## config.mk

```make
export PLATFORM = sky130hd
export DESIGN_NAME = gg_chdc_insert
export DESIGN_NICKNAME = d
export VERILOG_FILES = /design/src/rtl/gg_chdc_insert.sv
export SDC_FILE = /design/constraint.sdc
export NUM_CORES = 1
export LEC_CHECK = 0
export ABC_CLOCK_PERIOD_IN_PS = 17280
export CAP_MARGIN = 10
export CORE_UTILIZATION = 35
export CTS_CLUSTER_SIZE = 12
export DETAILED_ROUTE_END_ITERATION = 8
export DONT_BUFFER_PORTS = 1
export SLEW_MARGIN = 20
export SYNTH_ARGS = -nofsm -noshare
export SYNTH_HDL_FRONTEND = slang
export SYNTH_SLANG_ARGS = --single-unit
```

## constraint.sdc

```tcl
create_clock -name clk -period 17.28 [get_ports clk]
set_input_delay 4.32 -clock clk [delete_from_list [all_inputs] [get_ports clk]]
set_output_delay 4.32 -clock clk [all_outputs]
set_load 0.01 [all_outputs]
```

## src/rtl/gg_chdc_insert.sv

```systemverilog
// gg_chdc_insert: chroma DC inserter between the DRAM MB read port and the transform pipe.
// Passes every 4x4 pel block of a macroblock through (16 luma, NCB Cb, NCB Cr), sums the 16 pels
// of each chroma block into a per-block DC slot, and appends a Cb DC word and a Cr DC word
// after the final Cr block. The Cr DC word carries m_last.
// Optional build macro GG_CHDC_STATS_EN adds saturating stat_mb_count / stat_resync_count outputs;
// without it those ports and counters do not exist and the data path is unchanged.
module gg_chdc_insert #(
  parameter  int PEL_BITS   = 8,
  parameter  int CHROMA_FMT = 0,
  localparam int DATA_W     = 16 * PEL_BITS
) (
  input  logic              clk,
  input  logic              reset,
  input  logic              s_valid,
  output logic              s_ready,
  input  logic [DATA_W-1:0] s_data,
  input  logic              s_last,
  output logic              m_valid,
  input  logic              m_ready,
  output logic [DATA_W-1:0] m_data,
  output logic              m_last,
  output logic              m_dc,
  output logic              resync_err
`ifdef GG_CHDC_STATS_EN
  ,
  output logic [31:0]       stat_mb_count,
  output logic [15:0]       stat_resync_count
`endif
);

  // Derived geometry: one DC sum of 16 pels never exceeds PEL_BITS+4 bits.
  localparam int DC_W     = PEL_BITS + 4;
  localparam int NCB      = (CHROMA_FMT == 1) ? 8 : 4;
  localparam int MB_BEATS = 16 + 2 * NCB;
  localparam int CNT_W    = $clog2(MB_BEATS);

  localparam logic [CNT_W-1:0] LAST_BEAT = CNT_W'(MB_BEATS - 1);
  localparam logic [CNT_W-1:0] CB_BASE   = CNT_W'(16);
  localparam logic [CNT_W-1:0] CR_BASE   = CNT_W'(16 + NCB);

  typedef enum logic [1:0] {
    ST_PASS = 2'd0,
    ST_CBDC = 2'd1,
    ST_CRDC = 2'd2
  } state_t;

  state_t            r_state;
  state_t            w_state_next;

  logic [CNT_W-1:0]  r_count;
  logic              r_m_valid;
  logic [DATA_W-1:0] r_m_data;
  logic              r_m_last;
  logic              r_m_dc;
  logic              r_resync_err;

  logic              w_out_free;
  logic              w_accept;
  logic              w_final;
  logic              w_early_last;
  logic              w_dc_clear;
  logic              w_is_cb;
  logic              w_is_cr;
  logic [CNT_W-1:0]  w_cb_off;
  logic [CNT_W-1:0]  w_cr_off;
  logic [DC_W-1:0]   w_blk_sum;
  logic [DATA_W-1:0] w_cb_word;
  logic [DATA_W-1:0] w_cr_word;

  logic              w_ld_valid;
  logic [DATA_W-1:0] w_ld_data;
  logic              w_ld_last;
  logic              w_ld_dc;

  // ------------------------------------------------------------------
  // Handshake and beat classification
  // ------------------------------------------------------------------
  // The single output register can take a new word when empty or being drained this cycle.
  assign w_out_free = !r_m_valid || m_ready;
  // Input is only taken while passing blocks; the two DC beats are the two bubbles per MB.
  assign s_ready    = (r_state == ST_PASS) && w_out_free;
  assign w_accept   = s_valid && s_ready;

  // A beat ends the MB either by position or by an explicit s_last (which may arrive early).
  assign w_final      = w_accept && ((r_count == LAST_BEAT) || s_last);
  assign w_early_last = w_accept && s_last && (r_count != LAST_BEAT);

  assign w_is_cb  = (r_count >= CB_BASE) && (r_count < CR_BASE);
  assign w_is_cr  = (r_count >= CR_BASE);
  assign w_cb_off = r_count - CB_BASE;
  assign w_cr_off = r_count - CR_BASE;

  // DC slots are cleared the cycle the Cr DC word is loaded, so a short (resynced) MB
  // reports zero for every block it never delivered.
  assign w_dc_clear = (r_state == ST_CRDC) && w_out_free;

  // Unsigned sum of the 16 pels of the incoming block.
  always_comb begin
    w_blk_sum = '0;
    for (int i = 0; i < 16; i++) begin
      w_blk_sum = w_blk_sum + DC_W'(s_data[i*PEL_BITS +: PEL_BITS]);
    end
  end

  // ------------------------------------------------------------------
  // Per-block DC slots and DC word packing
  // ------------------------------------------------------------------
  for (genvar gi = 0; gi < NCB; gi++) begin : g_slot
    logic [DC_W-1:0] r_cb_dc;
    logic [DC_W-1:0] r_cr_dc;

    // Capture the DC of chroma block gi as it passes; cleared after the Cr DC word goes out.
    always_ff @(posedge clk) begin
      if (reset || w_dc_clear) begin
        r_cb_dc <= '0;
        r_cr_dc <= '0;
      end else if (w_accept) begin
        if (w_is_cb && (w_cb_off == CNT_W'(gi))) begin
          r_cb_dc <= w_blk_sum;
        end
        if (w_is_cr && (w_cr_off == CNT_W'(gi))) begin
          r_cr_dc <= w_blk_sum;
        end
      end
    end

    assign w_cb_word[gi*DC_W +: DC_W] = r_cb_dc;
    assign w_cr_word[gi*DC_W +: DC_W] = r_cr_dc;
  end

  // Bits above the last DC field are always zero.
  if (NCB * DC_W < DATA_W) begin : g_pad
    assign w_cb_word[DATA_W-1:NCB*DC_W] = '0;
    assign w_cr_word[DATA_W-1:NCB*DC_W] = '0;
  end

  // ------------------------------------------------------------------
  // Insertion FSM
  // ------------------------------------------------------------------
  // State register.
  always_ff @(posedge clk) begin
    if (reset) begin
      r_state <= ST_PASS;
    end else begin
      r_state <= w_state_next;
    end
  end

  // Next state: leave PASS on the MB's final beat, then step through the two DC loads.
  always_comb begin
    w_state_next = r_state;
    case (r_state)
      ST_PASS: if (w_final)    w_state_next = ST_CBDC;
      ST_CBDC: if (w_out_free) w_state_next = ST_CRDC;
      ST_CRDC: if (w_out_free) w_state_next = ST_PASS;
      default:                 w_state_next = ST_PASS;
    endcase
  end

  // Output selection: what the output register loads when it is free.
  always_comb begin
    w_ld_valid = 1'b0;
    w_ld_data  = s_data;
    w_ld_last  = 1'b0;
    w_ld_dc    = 1'b0;
    case (r_state)
      ST_PASS: begin
        w_ld_valid = w_accept;
      end
      ST_CBDC: begin
        w_ld_valid = 1'b1;
        w_ld_data  = w_cb_word;
        w_ld_dc    = 1'b1;
      end
      ST_CRDC: begin
        w_ld_valid = 1'b1;
        w_ld_data  = w_cr_word;
        w_ld_dc    = 1'b1;
        w_ld_last  = 1'b1;
      end
      default: begin
        w_ld_valid = 1'b0;
      end
    endcase
  end

  // ------------------------------------------------------------------
  // Datapath registers
  // ------------------------------------------------------------------
  // Output register: holds steady while stalled, reloads whenever it is free.
  always_ff @(posedge clk) begin
    if (reset) begin
      r_m_valid <= 1'b0;
      r_m_data  <= '0;
      r_m_last  <= 1'b0;
      r_m_dc    <= 1'b0;
    end else if (w_out_free) begin
      r_m_valid <= w_ld_valid;
      r_m_data  <= w_ld_data;
      r_m_last  <= w_ld_last;
      r_m_dc    <= w_ld_dc;
    end
  end

  // Beat position within the MB; restarts at 0 after every final beat, early or not.
  always_ff @(posedge clk) begin
    if (reset) begin
      r_count <= '0;
    end else if (w_accept) begin
      r_count <= w_final ? '0 : (r_count + CNT_W'(1));
    end
  end

  // One-cycle pulse flagging an s_last that arrived before the MB's last beat.
  always_ff @(posedge clk) begin
    if (reset) begin
      r_resync_err <= 1'b0;
    end else begin
      r_resync_err <= w_early_last;
    end
  end

  assign m_valid    = r_m_valid;
  assign m_data     = r_m_data;
  assign m_last     = r_m_last;
  assign m_dc       = r_m_dc;
  assign resync_err = r_resync_err;

`ifdef GG_CHDC_STATS_EN
  logic [31:0] r_stat_mb;
  logic [15:0] r_stat_resync;

  // Saturating counters: completed MBs (Cr DC word handed off) and resync events.
  always_ff @(posedge clk) begin
    if (reset) begin
      r_stat_mb     <= '0;
      r_stat_resync <= '0;
    end else begin
      if (r_m_valid && m_ready && r_m_last && (r_stat_mb != '1)) begin
        r_stat_mb <= r_stat_mb + 32'd1;
      end
      if (r_resync_err && (r_stat_resync != '1)) begin
        r_stat_resync <= r_stat_resync + 16'd1;
      end
    end
  end

  assign stat_mb_count     = r_stat_mb;
  assign stat_resync_count = r_stat_resync;
`endif

endmodule
```

==> impl_summary.md <==
STA
Measured against its own limit, the worst slew margin works out to 28.8%. The count of final setup violators is 0. The setup TNS is 0 ps.

The number of hold violations in the final report was 0. The minimum clock period after layout is 9590 ps. The largest clock skew in the final design is approximately 16 ps. The number of pins with negative max-slew slack in the final report is 0. The actual slew at the worst max-slew pin is between 1000 and 1500 ps. The worst path uses 55.5% of the clock period. Hold is met by 453 ps. The timing-limited maximum frequency is 104 MHz.

Setup repair after global routing left no endpoint under its margin.

Setup path
The total buffers and inverters traversed by the critical path is 1. The highest cell delay on the worst timing path is 560 ps. For the worst setup path, the data required time is 12960 ps.

Data arrives at the worst endpoint at around 5300 ps. The worst setup path is captured at an output pin. The kind of critical path is input port to output pin.

STA classifies the critical path startpoint as an input port. The largest delay contributor family on the critical path is buffers and inverters. Walking the worst path, the cells encountered are nand2b_2 -> buf_4 -> and2_1. The cell with the largest stage delay on the worst path is sky130_fd_sc_hd__buf_4. The maximum fanout along the worst path is 60.

Route
The via count of the routed design is 10300. The number of optimization iterations in the first detailed-route pass is 7. The DRC violation count after routing is 0. The number of routed nets with antenna violations is 0.

In this run, the number of DRC markers left after iteration 0 of detailed routing was 899. In the final routed layout, each cell accounts on average for 20.9 um. Wires add up to a little over 40000 um. The average vias per placed instance is 5.30.

Place
The count of buffers added on input and output ports is 0. The final RePlAce weighted congestion is roughly 0.84. Summed over all nets, the half-perimeter wirelength after detailed placement is ~30000 um.

Synth
Each instance of the synthesized netlist takes up on average 8.44 um2. The mapped netlist covers ~13000 um2. During synthesis, Yosys emitted a total of 0 warnings.

The number of storage elements in the synthesis netlist is 235. The fraction of registers with async set/reset is 0%. The sequential cell area fraction in the yosys report is between 30% and 40%. The number of nets in the synthesized netlist is 1815. Counting flops with a built-in enable in the synthesized netlist gives 0.

The number of instances in the synthesized netlist is 1545. In this run, distinct cell masters in the synthesized netlist total 46. For this run, the leading register cell type out of synthesis is sky130_fd_sc_hd__dfxtp_1.

Cells and area
The number of antenna diodes in the final layout is 0. The most common library cell in the layout ignoring fill and taps is sky130_fd_sc_hd__dfxtp_1. Leaving out fill and tap cells, the most frequent cells in the layout are 235 x sky130_fd_sc_hd__dfxtp_1, 206 x sky130_fd_sc_hd__a21oi_1, 192 x sky130_fd_sc_hd__inv_1. Of the cells placed in the final design, the portion with a size suffix greater than 1 is roughly 4.3%. The final cell utilization of the core is 38.2%. At the end of the flow, the number of nets in the layout was 1736.

Compared with the post-synthesis result, the final layout area differs by 7.22%.

Global route
met2 is the most crowded layer. The pin count of the biggest net entering global routing is ~140. The number of antenna violations at the first check in global routing was 0. For met2 alone, demand over resource in global routing was 33.3%. Global routing used 20.9% of the available tracks. Summed over all layers, the global routing overflow is 0. The via count of the first global-routing pass is approximately 9900. For met3 alone, demand over resource in global routing was 6.36%. For this run, global-route usage on met1 was measured as 28.0%. The first global-routing pass estimated 60500 um of wire.

Worst hold path
The classification of the worst-slack hold path is flip-flop to flip-flop.

Clocking
The H-tree depth reported by CTS is 1. The clock edge transition at the registers on the reported setup and hold paths is 50 ps. In this run, post-CTS hold repair placed 0 buffers. The setup fix buffers added after clock tree synthesis is 0. The cell sitting at the root of the clock tree is a sky130_fd_sc_hd__clkbuf_16. In this run, CTS created clock tree buffers numbering 27. The clock net in this run drives a total of 235 sinks. The clock tree from TritonCTS is built. The maximum clock path buffer count is 3.

The later-pin clock latency in the skew report is 550 ps. The count of cells resized by post-cts repair is 0.

Die
Measured along the x axis, the die boundary spans just under 200 um. The initial utilization of the core area, before any placement, comes to 35.6%. The cell row count is 70. The die is 195 um tall.

The area of the die is 38100 um2. In this run the count of I/O pins placed on the die edge is 266. The placeable core region is 36600 um2.

Run
The max-capacitance violation count is 0.

Outcome
The flow ran to the end, and the final reports show no timing, DRC or antenna violations.
-- cell type report --
type / count / area (um2)
sequential: 235 / 4700
timing repair buffer: 8 / 63.8
clock inverter: 4 / 45.0
multi-input combinational: 1002 / 7110
inverter: 192 / 721
clock buffer: 39 / 761
fill: 3757 / 22600
tap: 468 / 586
-- per-layer routing --
metal	routed length [um]	part of all wire, %
met5	0	0
met4	645	1.6
met3	3570	8.8
met2	19000	46
met1	17600	43
-- path summary, 6_finish.rpt --
kind	from	to	slack, ps	cells past startpoint
setup / recovery	m_ready	s_ready	7690	3
hold / removal	g_slot[1].r_cb_dc[5]$_SDFFE_PP0P_	g_slot[1].r_cb_dc[5]$_SDFFE_PP0P_	450	2
setup reg to reg	r_state[1]$_SDFFE_PP0P_	m_data[30]$_SDFFE_PP0N_	14220	7
hold reg to reg	g_slot[1].r_cb_dc[5]$_SDFFE_PP0P_	g_slot[1].r_cb_dc[5]$_SDFFE_PP0P_	450	2
-- synth_stat cells, types with 2 or more instances --
cell | count | area (um2)
sky130_fd_sc_hd__dfxtp_1 | 235 | 4700
sky130_fd_sc_hd__a21oi_1 | 206 | 1030
sky130_fd_sc_hd__inv_1 | 192 | 721
sky130_fd_sc_hd__nand2_1 | 190 | 713
sky130_fd_sc_hd__nor2_1 | 149 | 559
sky130_fd_sc_hd__fa_1 | 108 | 2160
sky130_fd_sc_hd__clkbuf_1 | 72 | 270
sky130_fd_sc_hd__a211oi_1 | 57 | 428
sky130_fd_sc_hd__a22oi_1 | 48 | 360
sky130_fd_sc_hd__nand3b_1 | 48 | 360
sky130_fd_sc_hd__nand3_1 | 39 | 195
sky130_fd_sc_hd__nor3_1 | 32 | 160
sky130_fd_sc_hd__ha_1 | 29 | 363
sky130_fd_sc_hd__buf_2 | 17 | 85.1
sky130_fd_sc_hd__o21ai_0 | 15 | 75.1
sky130_fd_sc_hd__buf_1 | 12 | 45.0
sky130_fd_sc_hd__o211ai_1 | 12 | 90.1
sky130_fd_sc_hd__nand4_1 | 11 | 68.8
sky130_fd_sc_hd__buf_6 | 9 | 101
sky130_fd_sc_hd__and2_4 | 5 | 43.8
sky130_fd_sc_hd__buf_4 | 5 | 37.5
sky130_fd_sc_hd__a21o_1 | 4 | 30.0
sky130_fd_sc_hd__mux2i_1 | 4 | 40.0
sky130_fd_sc_hd__nand2b_1 | 4 | 25.0
sky130_fd_sc_hd__a21oi_2 | 3 | 26.3
sky130_fd_sc_hd__and2_1 | 3 | 18.8
sky130_fd_sc_hd__and4b_1 | 3 | 30.0
sky130_fd_sc_hd__nor3_2 | 3 | 30.0
sky130_fd_sc_hd__nor4b_1 | 3 | 26.3
sky130_fd_sc_hd__o21ai_1 | 3 | 15.0
sky130_fd_sc_hd__xnor2_1 | 3 | 26.3
sky130_fd_sc_hd__and3_1 | 2 | 12.5
sky130_fd_sc_hd__nor2b_1 | 2 | 12.5
sky130_fd_sc_hd__nor3b_1 | 2 | 15.0
sky130_fd_sc_hd__o31ai_4 | 2 | 42.5
sky130_fd_sc_hd__or3_4 | 2 | 22.5
sky130_fd_sc_hd__xor2_1 | 2 | 17.5
-- sequential cells by signal (all words and copies together) (netlist names) --
name and count:
resync_err 1, r_count 5, r_state 2, g_slot.r_cr_dc 48
m_last 1, m_dc 1, m_data 128, m_valid 1
g_slot.r_cb_dc 48
-- worst min-delay path, stage by stage, from the launching register on --
cell and delay [ps]:
sky130_fd_sc_hd__dfxtp_1 300, sky130_fd_sc_hd__nand2_1 50, sky130_fd_sc_hd__a21oi_1 50
-- stage by stage --
stage	area, um2	setup WS [ps]	instances
after floorplan	13000	7780	1545
after detailed placement	13200	7570	1905
after global placement	13200	7610	1905
after CTS	14000	7660	1948
final	14000	7690	1948
after global routing	14000	7640	1948
-- cells by family (layout without fill, tap and decap cells) --
logic type,after synthesis,in the layout,share of synthesized area [%]
buffers and inverters,308,243,9.70
AO/OA/AOI/OAI,355,355,16.4
multiplexers,4,4,0.307
XOR/XNOR,5,5,0.336
flip-flops,235,235,36.1
adder cells (fa/ha/maj),137,137,19.4
AND/OR/NAND/NOR,501,501,17.8
Power is left out: the tool's default activity adds up to more than one toggle a clock period on the data nets, which glitch-free logic cannot reach.
